<file path="src/rtl/sr_scan.sv">
// sr_scan: scanner for a daisy-chained 74HC165-style parallel-in/serial-out
// chain. It loads the chain, shifts the word in through a synchronizer, and
// debounces the captured word across consecutive scans before publishing it.
module sr_scan #(
    parameter int WIDTH = 16,
    parameter int DIV   = 25,
    parameter int DEB   = 3
) (
    input  logic             clk50,
    input  logic             reset,
    input  logic             en,
    input  logic             q7,
    output logic             pl_n,
    output logic             cp,
    output logic [WIDTH-1:0] data,
    output logic             valid,
    output logic             changed
);

    localparam int TW = $clog2(DIV);
    localparam int BW = (WIDTH > 1) ? $clog2(WIDTH) : 1;
    localparam int SW = (DEB > 1) ? $clog2(DEB) : 1;

    typedef enum logic [2:0] {
        IDLE,
        LOAD,
        LATCH,
        SHIFT,
        DONE
    } state_t;

    state_t           state_q, state_d;
    logic [TW-1:0]    tickCnt_q, tickCnt_d;
    logic             ph_q, ph_d;
    logic [BW-1:0]    bitCnt_q, bitCnt_d;
    logic [WIDTH-1:0] shiftReg_q, shiftReg_d;
    logic [WIDTH-1:0] lastRaw_q, lastRaw_d;
    logic [SW-1:0]    stab_q, stab_d;
    logic [WIDTH-1:0] data_q, data_d;
    logic             valid_q, valid_d;
    logic             changed_q, changed_d;
    logic             plN_q, plN_d;
    logic             cp_q, cp_d;
    logic             q7Meta_q, q7Sync_q;
    logic             tick;
    logic             scanDone;
    logic [WIDTH-1:0] shiftIn;

    // Shifted word with the newest synchronized bit entering at the LSB.
    if (WIDTH == 1) begin : gNarrow
        assign shiftIn = q7Sync_q;
    end else begin : gWide
        assign shiftIn = {shiftReg_q[WIDTH-2:0], q7Sync_q};
    end

    assign tick = (tickCnt_q == TW'(DIV - 1));

    // Two-flop synchronizer for the chain's serial output, which is asynchronous to clk50.
    always_ff @(posedge clk50 or posedge reset) begin
        if (reset) begin
            q7Meta_q <= 1'b0;
            q7Sync_q <= 1'b0;
        end else begin
            q7Meta_q <= q7;
            q7Sync_q <= q7Meta_q;
        end
    end

    // Scan sequencing: tick counter, state, shift phase, bit count and shift register.
    always_comb begin
        state_d    = state_q;
        ph_d       = ph_q;
        bitCnt_d   = bitCnt_q;
        shiftReg_d = shiftReg_q;
        scanDone   = 1'b0;
        tickCnt_d  = (state_q == IDLE || tick) ? '0 : tickCnt_q + TW'(1);
        case (state_q)
            IDLE: begin
                if (en) begin
                    state_d = LOAD;
                end
            end
            LOAD: begin
                if (tick) begin
                    state_d = LATCH;
                end
            end
            LATCH: begin
                if (tick) begin
                    state_d  = SHIFT;
                    ph_d     = 1'b0;
                    bitCnt_d = '0;
                end
            end
            SHIFT: begin
                if (tick) begin
                    if (!ph_q) begin
                        shiftReg_d = shiftIn;
                        ph_d       = 1'b1;
                    end else begin
                        ph_d     = 1'b0;
                        bitCnt_d = bitCnt_q + BW'(1);
                        if (bitCnt_q == BW'(WIDTH - 1)) begin
                            state_d = DONE;
                        end
                    end
                end
            end
            DONE: begin
                if (tick) begin
                    scanDone = 1'b1;
                    state_d  = en ? LOAD : IDLE;
                end
            end
            default: begin
                state_d = IDLE;
            end
        endcase
    end

    // Debounce of the completed scan word and the chain control outputs, decoded from next state.
    always_comb begin
        stab_d    = stab_q;
        lastRaw_d = lastRaw_q;
        data_d    = data_q;
        changed_d = 1'b0;
        valid_d   = scanDone;
        if (scanDone) begin
            if (shiftReg_q == lastRaw_q) begin
                stab_d = (stab_q == SW'(DEB - 1)) ? stab_q : stab_q + SW'(1);
            end else begin
                stab_d    = '0;
                lastRaw_d = shiftReg_q;
            end
            if (stab_d == SW'(DEB - 1) && shiftReg_q != data_q) begin
                data_d    = shiftReg_q;
                changed_d = 1'b1;
            end
        end
        plN_d = (state_d != LOAD);
        cp_d  = (state_d == SHIFT) && ph_d;
    end

    // State and output registers; reset discards any partial scan.
    always_ff @(posedge clk50 or posedge reset) begin
        if (reset) begin
            state_q    <= IDLE;
            tickCnt_q  <= '0;
            ph_q       <= 1'b0;
            bitCnt_q   <= '0;
            shiftReg_q <= '0;
            lastRaw_q  <= '0;
            stab_q     <= '0;
            data_q     <= '0;
            valid_q    <= 1'b0;
            changed_q  <= 1'b0;
            plN_q      <= 1'b1;
            cp_q       <= 1'b0;
        end else begin
            state_q    <= state_d;
            tickCnt_q  <= tickCnt_d;
            ph_q       <= ph_d;
            bitCnt_q   <= bitCnt_d;
            shiftReg_q <= shiftReg_d;
            lastRaw_q  <= lastRaw_d;
            stab_q     <= stab_d;
            data_q     <= data_d;
            valid_q    <= valid_d;
            changed_q  <= changed_d;
            plN_q      <= plN_d;
            cp_q       <= cp_d;
        end
    end

    assign pl_n    = plN_q;
    assign cp      = cp_q;
    assign data    = data_q;
    assign valid   = valid_q;
    assign changed = changed_q;

endmodule

</file>
<file path="config.mk">
export PLATFORM = sky130hd
export DESIGN_NAME = sr_scan
export DESIGN_NICKNAME = d
export VERILOG_FILES = /design/src/rtl/sr_scan.sv
export SDC_FILE = /design/constraint.sdc
export NUM_CORES = 1
export LEC_CHECK = 0
export CORE_AREA = 10 10 107 109
export DETAILED_ROUTE_END_ITERATION = 16
export DIE_AREA = 0 0 117 119
export GPL_TIMING_DRIVEN = 0
export SETUP_SLACK_MARGIN = 0.3
export SLEW_MARGIN = 20
export SYNTH_ARGS = -nofsm -noshare
export SYNTH_HDL_FRONTEND = slang
export SYNTH_SLANG_ARGS = --single-unit
</file>
<file path="constraint.sdc">
create_clock -name clk50 -period 2.05 [get_ports clk50]
set_input_delay 0.3075 -clock clk50 [delete_from_list [all_inputs] [get_ports clk50]]
set_output_delay 0.3075 -clock clk50 [all_outputs]
set_load 0.005 [all_outputs]
</file>
==> impl_metrics.csv, run 1 <==
group,metric,value,unit
power,internal-power,1970,uW
setup_path,crit_required,2270,ps
synthesis,post_synth_instance_area,3190,sq um
timing,timing.final.max_slew_violations,0,
synthesis,synth.yosys.warnings,0,
routing,drt-wirelength-per-cell,15.7,microns
synthesis,avgSynthCellArea,13.5,sq um
timing,final.setup_skew,9.10,ps
clock_network,cts_buffer_depth,2,
setup_path,critical_path_peak_fanout,6,
setup_path,cp_data_arrival_time,2390,ps
floorplanning,initial_core_util,33.8,%
outcome,violations_in_the_final_reports,"setup timing",
power,clock_power_share,44.2,%
power,netSwitchingFraction,21.9,%
clock_network,clock_transition_at_the_registers_of_the_reported_paths,70,ps
clock_network,cts-root-buf,"sky130_fd_sc_hd__clkbuf_8",
floorplanning,top_level_ports,24,
synthesis,synth_seq_area_share,54.1,%
timing,final.period_utilization,106,%
finish,layout.cell_area.non_filler,4260,sq um
outcome,run_status,"complete, but fails checks",
synthesis,synth_cell_types,38,
global_route,grt_pass1_vias,2052,
timing,post-route-worst-setup-slack,-125,ps
synthesis,ys_dominant_reg_cell,"sky130_fd_sc_hd__dfrtp_1",
setup_path,critical_path.endpoint_type,"flip-flop",
synthesis,synth_cells,236,
clock_network,tritoncts,"built",
floorplanning,row_count,36,
routing,ant_nets,0,
power,pwr-share-comb,1.7,%
finish,finalNetCount,305,
setup_path,reg2reg_depth,11,
routing,num_vias,1983,
power,power.switching,551,uW
placed_design,gpl.final_weighted_congestion,0.768,
floorplanning,die_width,117,microns
global_route,global_route_wire_length_before_repair,10600,microns
finish,syn_to_final_growth,33.4,%
power,power_density,591,nW/um^2
finish,n_antenna_cell,0,
timing,finalSetupViolations,17,
worst_hold_path,worstHoldPathType,"in -> async",
placed_design,postPlaceCellArea,3660,sq um
routing,number_of_vias_per_cell,4.79,
routing,firstDrtPassIters,4,
floorplanning,fp.coreArea,9460,sq um
clock_network,cts.sinks,69,
global_route,antenna_found_initial,0,
placed_design,detailedPlacementHpwl,4170,microns
timing,max_freq,460,MHz
timing,tightestPinTransition,637,ps
timing,holdWs,267,ps
finish,post_route_cells_drive_above_1_share,41.0,%
setup_path,worst_setup_start_kind,"flip-flop",
clock_network,clock_tree.htree_level_count,3,
timing,slew_headroom,57.1,%
routing,initialDrtViolationCount,117,
floorplanning,floorplan.die.height,119,microns
synthesis,synth.ff_latch_count,69,
timing,grt_setup_unrepaired,"yes",
power,share_seq_of_total_power,54.1,%
timing,fin_tns_setup,-1810,ps
global_route,combined_global_route_utilization_of_all_metal_layers,9.74,%
setup_path,critical_path_class,"reg -> reg",
synthesis,synth_enable_flop_cells,0,
power,ir_drop,0.239,mV
synthesis,asyncSetResetFlopFracSynth,100,%
clock_network,clock_insertion_delay_worst_skew,340,ps
clock_network,tritoncts.num_buffers,9,
finish,post-route-util,45.0,%
timing,layout_min_cycle_time,2170,ps
global_route,grt_max_degree,34,
power,power.static_leakage,0.00204,uW
floorplanning,die_area,13900,sq um
placed_design,placement.io_buffers,23,
routing,detailed_route_wire_length,6510,microns
global_route,grt.overflow.total,0,
synthesis,synth_nets,246,
timing,report.final.hold_viol_count,0,
flow_run,drv.max_cap_violation_count,0,
routing,final_routed_drc_violation_total,0,
-- per-layer routing --
| layer | routed length (microns) | global-route usage [%] |
|---|---|---|
| met4 | 109 | 4.87 |
| met3 | 206 | 2.36 |
| met1 | 3060 | 12.6 |
| met2 | 3140 | 14.8 |
| met5 | 0 | 0 |
-- layout by cell type (no fill, tap or decap), types with 3 or more instances in the layout --
cell type / count
sky130_fd_sc_hd__nand2_1: 7
sky130_fd_sc_hd__mux2_2: 23
sky130_fd_sc_hd__buf_4: 12
sky130_fd_sc_hd__a21oi_1: 3
sky130_fd_sc_hd__xor2_1: 17
sky130_fd_sc_hd__clkbuf_8: 10
sky130_fd_sc_hd__xnor2_1: 16
sky130_fd_sc_hd__o31ai_1: 3
sky130_fd_sc_hd__dfrtp_2: 7
sky130_fd_sc_hd__buf_8: 7
sky130_fd_sc_hd__clkinvlp_4: 4
sky130_fd_sc_hd__mux2_4: 25
sky130_fd_sc_hd__nand4_1: 6
sky130_fd_sc_hd__o21ai_0: 3
sky130_fd_sc_hd__clkdlybuf4s50_1: 23
sky130_fd_sc_hd__nor4_4: 3
sky130_fd_sc_hd__nor4_2: 3
sky130_fd_sc_hd__buf_6: 6
sky130_fd_sc_hd__nor2_1: 7
sky130_fd_sc_hd__inv_1: 8
sky130_fd_sc_hd__ha_1: 4
sky130_fd_sc_hd__dfrtp_1: 61
-- flip-flops by register name (all words and copies together) (netlist names) --
register and flops:
bitCnt_q 4, changed 1, cp 1, data 16, lastRaw_q 16, ph_q 1
pl_n 1, q7Meta_q 1, q7Sync_q 1, shiftReg_q 16, stab_q 2, state_q 3
tickCnt_q 5, valid 1
-- worst paths after layout --
| path | from | slack, ps | to |
|---|---|---|---|
| min reg2reg | q7Meta_q | 360 | q7Sync_q |
| max in group asynchronous | reset | 1110 | shiftReg_q[0] |
| max | tickCnt_q[0] | -120 | data[13] |
| max reg2reg | tickCnt_q[0] | -120 | data[13] |
| min | reset | 270 | tickCnt_q[0] |
| min in group clk50 | q7Meta_q | 360 | q7Sync_q |
-- repair_timing --
item | CTS | global route
endpoints found under the setup margin | 48 | 53
hold buffers | 0 | 0
resized for setup | 23 | 30
cloned | 3 | 0
buffers inserted | 12 | 8
pin swaps | 7 | 8
-- per-stage QoR --
stage | power (uW) | setup WS [ps] | std cells
floorplan | 1410 | -159 | 236
global placement | 1420 | -507 | 373
detailed placement | 1430 | -508 | 375
CTS | 2550 | -221 | 406
global route | 2620 | -215 | 414
finish | 2520 | -125 | 414
-- synthesized netlist by cell type, drive strengths merged, types with 2 or more instances --
master,n,area (sq um)
and2,3,20.0
mux2,48,578
ha,6,75.1
nor3,2,10.0
clkbuf,3,15.0
o21ai,4,20.0
nor4,7,92.6
a21oi,3,15.0
o22ai,2,12.5
o31ai,3,22.5
nand3,3,15.0
o211ai,2,15.0
xnor2,17,149
buf,3,25.0
nor2,7,26.3
and3,3,18.8
nand2,8,30.0
xor2,18,158
nand4,7,50.1
inv,10,37.5
dfrtp,68,1700
-- power groups by stage --
stage / Sequential, uW / Clock [uW] / Combinational, uW
floorplan: 1390 / 0 / 20.3
global placement: 1390 / 0 / 35.3
detailed placement: 1390 / 0 / 45.3
CTS: 1360 / 1140 / 45.4
global route: 1360 / 1210 / 49.3
finish: 1360 / 1110 / 42.1
-- cells by family after synthesis --
family	count (synthesis)	synth area share, %
XOR/XNOR	35	9.60
flip-flops	69	54.1
multiplexers	48	18.1
AO/OA/AOI/OAI	20	4.27
AND/OR/NAND/NOR	42	9.17
buffers and inverters	16	2.43
adder cells (fa/ha/maj)	6	2.35
-- area by class of cell --
type / count / area [sq um]
Clock buffer: 10 / 138
Sequential cell: 69 / 1740
Tap cell: 114 / 143
Fill cell: 851 / 5200
Multi-Input combinational cell: 151 / 1520
Inverter: 10 / 43.8
Clock inverter: 6 / 62.6
Timing Repair Buffer: 48 / 526
Buffer: 6 / 90.1
-- critical path: stages, from the launching register on --
cell	delay, ps
sky130_fd_sc_hd__dfrtp_1	380
sky130_fd_sc_hd__inv_1	60
sky130_fd_sc_hd__ha_2	180
sky130_fd_sc_hd__nand4b_4	130
sky130_fd_sc_hd__inv_4	80
sky130_fd_sc_hd__and3_4	180
sky130_fd_sc_hd__buf_8	100
sky130_fd_sc_hd__nand2_4	50
sky130_fd_sc_hd__nor4_4	280
sky130_fd_sc_hd__buf_4	190
sky130_fd_sc_hd__buf_8	140
sky130_fd_sc_hd__mux2_4	300
Note: power is estimated with default switching activity, not from simulation.
==> run 2: changes to the inputs <==
==> constraint.sdc (replaced) <==
create_clock -name clk50 -period 2.8 [get_ports clk50]
set_input_delay 0.42 -clock clk50 [delete_from_list [all_inputs] [get_ports clk50]]
set_output_delay 0.42 -clock clk50 [all_outputs]
set_load 0.005 [all_outputs]
==> impl_metrics.csv, run 2 (synthesis gave the netlist of run 1 again) <==
group,metric,value,unit
outcome,run_status,"finished clean",
power,ir_drop,0.195,mV
global_route,global_route_wire_length_before_repair,9890,microns
finish,mostFrequentLayoutCell,"sky130_fd_sc_hd__dfrtp_1",
placed_design,place_ws,174,ps
clock_network,tritoncts,"built",
clock_network,tritoncts.num_buffers,9,
clock_network,cts_buffer_depth,2,
timing,finalSetupViolations,0,
setup_path,worst-r2r-setup-slack,470,ps
setup_path,critical_path_class,"reg -> reg",
finish,post_route_cells_drive_above_1_share,30.6,%
timing,slew_headroom,55.1,%
finish,multi_input_comb_area,1390,sq um
timing,layout_min_cycle_time,2330,ps
power,power.switching,384,uW
worst_hold_path,timing.hold.worst_path_depth,0,
timing,max_freq,430,MHz
global_route,antenna_found_initial,0,
timing,report.final.hold_viol_count,0,
flow_run,drv.max_cap_violation_count,0,
worst_hold_path,worst_hold_path.endpoint,"q7Sync_q",
power,netSwitchingFraction,20.5,%
finish,fill_cells,904,
floorplanning,die_area,13900,sq um
clock_network,clock_insertion_delay_worst_skew,340,ps
floorplanning,die_width,117,microns
power,share_seq_of_total_power,53.3,%
setup_path,crit_required,3020,ps
timing,final.setup_skew,12.3,ps
timing,final.period_utilization,83.1,%
power,pwr-share-comb,1.5,%
power,power.static_leakage,0.00187,uW
floorplanning,top_level_ports,24,
global_route,grt.overflow.total,0,
routing,num_vias,1871,
routing,firstDrtPassIters,4,
finish,mostFrequentLayoutCells,"sky130_fd_sc_hd__dfrtp_1, sky130_fd_sc_hd__mux2_2, sky130_fd_sc_hd__clkdlybuf4s50_1",
routing,detailed_route_wire_length,6000,microns
clock_network,clock_tree.htree_level_count,3,
setup_path,reg2reg_depth,11,
placed_design,placement.io_buffers,23,
worst_hold_path,worstHoldPathType,"reg -> reg",
clock_network,clock_transition_at_the_registers_of_the_reported_paths,80,ps
placed_design,detailedPlacementHpwl,4150,microns
placed_design,gpl.final_weighted_congestion,0.776,
floorplanning,initial_core_util,33.8,%
setup_path,critical_path.endpoint_type,"flip-flop",
finish,finalNetCount,286,
routing,ant_nets,0,
setup_path,cp_data_arrival_time,2550,ps
setup_path,worst_setup_start_kind,"flip-flop",
timing,timing.final.max_slew_violations,0,
timing,grt_setup_unrepaired,"no",
routing,final_routed_drc_violation_total,0,
worst_hold_path,worst_hold_startpoint,"q7Meta_q",
timing,post-route-worst-setup-slack,474,ps
global_route,grt_max_degree,52,
setup_path,worstReg2RegEnd,"data[13]",
power,internal-power,1490,uW
setup_path,timing.rr.start,"tickCnt_q[0]",
global_route,combined_global_route_utilization_of_all_metal_layers,9.10,%
clock_network,cts.sinks,69,
routing,initialDrtViolationCount,86,
timing,tightestPinTransition,667,ps
power,power_density,484,nW/um^2
routing,number_of_vias_per_cell,4.74,
power,fin_total_pwr,1870,uW
global_route,grt_pass1_vias,1936,
finish,syn_to_final_growth,21.2,%
finish,register_area,1730,sq um
finish,post-route-util,40.9,%
floorplanning,row_count,36,
clock_network,cts-root-buf,"sky130_fd_sc_hd__clkbuf_8",
floorplanning,floorplan.die.height,119,microns
setup_path,critical_path_peak_fanout,7,
clock_network,ctsHoldBuffers,0,
floorplanning,fp.coreArea,9460,sq um
finish,n_antenna_cell,0,
power,clock_power_share,45.2,%
routing,drt-wirelength-per-cell,15.2,microns
==> run 2: cell types whose count changed in the layout (fill, tap and decap cells not counted), sizes merged <==
cell	change
clkinvlp	-3
clkinv	-1
buf	-20
inv	+1
clkbuf	+4
==> run 2: worst max path at each step <==
stage,from,to,slack [ps],depth (start not counted)
global placement,reset,q7Meta_q,-630,2
detailed placement,tickCnt_q[0],data[15],170,10
global route,tickCnt_q[0],data[11],310,11
finish,tickCnt_q[0],data[13],470,11
CTS,tickCnt_q[0],data[15],320,10
floorplan,tickCnt_q[0],data[0],560,10
==> run 2: power groups by stage <==
stage	Clock, uW	Combinational [uW]	Sequential (uW)
finish	847	28.6	998
global route	921	33.7	997
CTS	874	30.5	998
detailed placement	0	30.3	1020
global placement	0	25.2	1020
floorplan	0	14.5	1020
==> run 2: metrics by stage <==
stage / instance area [sq um] / hold slack [ps] / cells / setup TNS, ps
after global routing: 3870 / 360 / 395 / 0
after detailed placement: 3600 / 341 / 374 / 0
after global placement: 3570 / 334 / 373 / -42540
final: 3870 / 351 / 395 / 0
after floorplan: 3190 / 331 / 236 / 0
after CTS: 3820 / 356 / 392 / 0
==> run 2: critical path: stages (launching register included) <==
cell	delay, ps
sky130_fd_sc_hd__dfrtp_1	410
sky130_fd_sc_hd__inv_1	70
sky130_fd_sc_hd__ha_1	190
sky130_fd_sc_hd__nand4b_4	160
sky130_fd_sc_hd__inv_2	140
sky130_fd_sc_hd__and3_1	170
sky130_fd_sc_hd__clkbuf_4	160
sky130_fd_sc_hd__nand2_1	110
sky130_fd_sc_hd__nor4_4	160
sky130_fd_sc_hd__buf_4	180
sky130_fd_sc_hd__buf_4	140
sky130_fd_sc_hd__mux2_2	330
==> run 2: layout make-up <==
cell class                 count  area share, %
buffer                         6           1.23
clock buffer                  13           4.36
clock inverter                 3           1.10
inverter                      10           1.03
multi-input combinational    151           35.9
sequential                    69           44.6
tap                          114           3.68
timing repair buffer          29           8.08
==> run 2: what timing repair did <==
action,4_1_cts,5_1_grt
hold endpoints to repair,0,0
pin swaps,1,1
setup endpoints to repair,10,36
cloned,0,1
gates resized for setup,0,5
setup buffers,2,2
==> run 2: routing by layer <==
layer | global-route usage (%) | share of wire [%] | vias to the layer above
met2 | 13.0 | 46 | 23
met3 | 2.21 | 3.4 | 11
met4 | 5.18 | 2.3 | 0
met5 | 0 | 0 | -
met1 | 12.2 | 48 | 922
li1 | - | - | 915
==> run 3: changes to the inputs <==
==> constraint.sdc (replaced) <==
create_clock -name clk50 -period 2.14 [get_ports clk50]
set_input_delay 0.321 -clock clk50 [delete_from_list [all_inputs] [get_ports clk50]]
set_output_delay 0.321 -clock clk50 [all_outputs]
set_load 0.005 [all_outputs]
==> impl_metrics.csv, run 3 (synthesis gave the netlist of run 1 again) <==
group,metric,value,unit
timing,finalSetupViolations,21,
setup_path,worst_setup_start_kind,"flip-flop",
outcome,run_status,"complete, but fails checks",
timing,tightestPinTransition,617,ps
finish,stdcell_count,426,
routing,ant_nets,0,
floorplanning,row_count,36,
global_route,grt_max_degree,30,
routing,detailed_route_wire_length,6920,microns
clock_network,clock_tree.htree_level_count,3,
clock_network,clock_transition_at_the_registers_of_the_reported_paths,80,ps
setup_path,critical_path.endpoint_type,"flip-flop",
timing,final.setup_skew,9.16,ps
outcome,violations_in_the_final_reports,"setup timing",
power,fin_total_pwr,2630,uW
floorplanning,die_width,117,microns
placed_design,placed_cells,375,
routing,num_vias,2021,
finish,multi_input_comb_area,1570,sq um
placed_design,detailedPlacementHpwl,4210,microns
finish,register_area,1740,sq um
timing,grt_setup_unrepaired,"yes",
routing,number_of_vias_per_cell,4.74,
floorplanning,fp.coreArea,9460,sq um
finish,post_route_cells_drive_above_1_share,44.2,%
routing,firstDrtPassIters,4,
power,internal-power,2090,uW
finish,mostFrequentLayoutCell,"sky130_fd_sc_hd__dfrtp_1",
routing,drt-wirelength-per-cell,16.2,microns
timing,report.final.hold_viol_count,0,
finish,finalNetCount,318,
floorplanning,floorplan.die.height,119,microns
floorplanning,top_level_ports,24,
placed_design,postPlaceCellArea,3650,sq um
setup_path,cp_data_arrival_time,2430,ps
power,netSwitchingFraction,20.5,%
global_route,antenna_found_initial,0,
clock_network,tritoncts,"built",
finish,layout.cell_area.non_filler,4450,sq um
setup_path,reg2reg_depth,7,
setup_path,critical_path_class,"reg -> reg",
clock_network,cts-root-buf,"sky130_fd_sc_hd__clkbuf_8",
timing,timing.final.max_slew_violations,0,
floorplanning,initial_core_util,33.8,%
power,power.static_leakage,0.00214,uW
power,clock_power_share,48.7,%
clock_network,cts_buffer_depth,2,
finish,syn_to_final_growth,39.3,%
clock_network,cts.sinks,69,
timing,max_freq,456,MHz
finish,mostFrequentLayoutCells,"sky130_fd_sc_hd__dfrtp_1, sky130_fd_sc_hd__mux2_4, sky130_fd_sc_hd__clkdlybuf4s50_1, sky130_fd_sc_hd__buf_4",
clock_network,tritoncts.num_buffers,9,
finish,fill_cells,846,
power,power.switching,540,uW
routing,initialDrtViolationCount,95,
global_route,combined_global_route_utilization_of_all_metal_layers,9.97,%
worst_hold_path,worstHoldPathType,"reg -> reg",
global_route,grt.overflow.total,0,
worst_hold_path,timing.hold.worst_path_depth,0,
routing,final_routed_drc_violation_total,0,
finish,n_antenna_cell,0,
timing,post-route-worst-setup-slack,-52.6,ps
floorplanning,die_area,13900,sq um
flow_run,drv.max_cap_violation_count,0,
setup_path,critical_path_peak_fanout,5,
clock_network,clock_insertion_delay_worst_skew,350,ps
timing,layout_min_cycle_time,2190,ps
setup_path,crit_required,2380,ps
placed_design,placement.io_buffers,23,
power,ir_drop,0.335,mV
timing,final.period_utilization,102,%
power,power_density,591,nW/um^2
global_route,global_route_wire_length_before_repair,10800,microns
power,share_seq_of_total_power,49.7,%
global_route,grt_pass1_vias,2100,
placed_design,gpl.final_weighted_congestion,0.720,
power,pwr-share-comb,1.6,%
timing,slew_headroom,58.5,%
[run 3: changes by cell type in the layout (fill, tap and decap cells not counted), sizes merged]
cell and change:
clkinv +2, inv -1, clkbuf -6, bufinv +2
buf +34
[run 3: stage by stage]
| step | hold WS (ps) | setup TNS [ps] | util [%] | setup WS, ps |
|---|---|---|---|---|
| final | 355 | -716 | 47.0 | -52.6 |
| after global routing | 379 | -3030 | 47.0 | -174 |
| after CTS | 364 | -1370 | 43.8 | -85.9 |
| after detailed placement | 345 | -7450 | 38.6 | -498 |
| after global placement | 334 | -7090 | 38.1 | -485 |
| after floorplan | 331 | -693 | - | -69.3 |
[run 3: final timing paths]
check	start	to	slack [ps]
worst max register to register	shiftReg_q[1]	data[8]	-50
max in group asynchronous	reset	shiftReg_q[10]	1070
worst min-delay path	q7Meta_q	q7Sync_q	360
worst max-delay path	shiftReg_q[1]	data[8]	-50
worst min register to register	q7Meta_q	q7Sync_q	360
min in group asynchronous	reset	data[15]	370
[run 3: area by class of cell]
type | count | share of cell area, %
clock buffer | 9 | 2.78
sequential | 69 | 39.2
buffer | 6 | 1.77
timing repair buffer | 61 | 14.3
tap | 114 | 3.21
inverter | 10 | 0.984
clock inverter | 6 | 2.53
multi-input combinational | 151 | 35.3
[run 3: per-layer routing]
metal  share of wire [%]  wire, microns  track usage [%]  up-vias
li1                    -              -                -      974
met1                  48           3310             13.3     1008
met2                  46           3190             14.3       30
met3                 4.3            296             2.76        9
met4                 1.7            118             5.33        0
met5                   0              0                0        -
[run 3: power by group through the flow]
| stage | sequential [uW] | combinational [uW] | clock, uW |
|---|---|---|---|
| after floorplan | 1330 | 19.4 | 0 |
| after global placement | 1330 | 33.7 | 0 |
| after detailed placement | 1330 | 44.9 | 0 |
| after CTS | 1310 | 44.9 | 1310 |
| after global routing | 1310 | 49.3 | 1380 |
| final | 1310 | 42.3 | 1280 |
[run 3: repair_timing]
action                     in CTS  in global routing
setup endpoints to repair      49                 50
gates cloned                    2                  1
buffers inserted               17                 16
pin swaps                       4                 12
hold buffers                    0                  0
resized for setup              22                 53
[run 3: worst max-delay path, stage by stage (launching register included)]
cell and delay [ps]:
sky130_fd_sc_hd__dfrtp_2 440, sky130_fd_sc_hd__xor2_1 160, sky130_fd_sc_hd__nor4_2 350, sky130_fd_sc_hd__nand4_2 210, sky130_fd_sc_hd__nor4_4 300, sky130_fd_sc_hd__buf_6 170
sky130_fd_sc_hd__clkbuf_16 150, sky130_fd_sc_hd__mux2_4 290
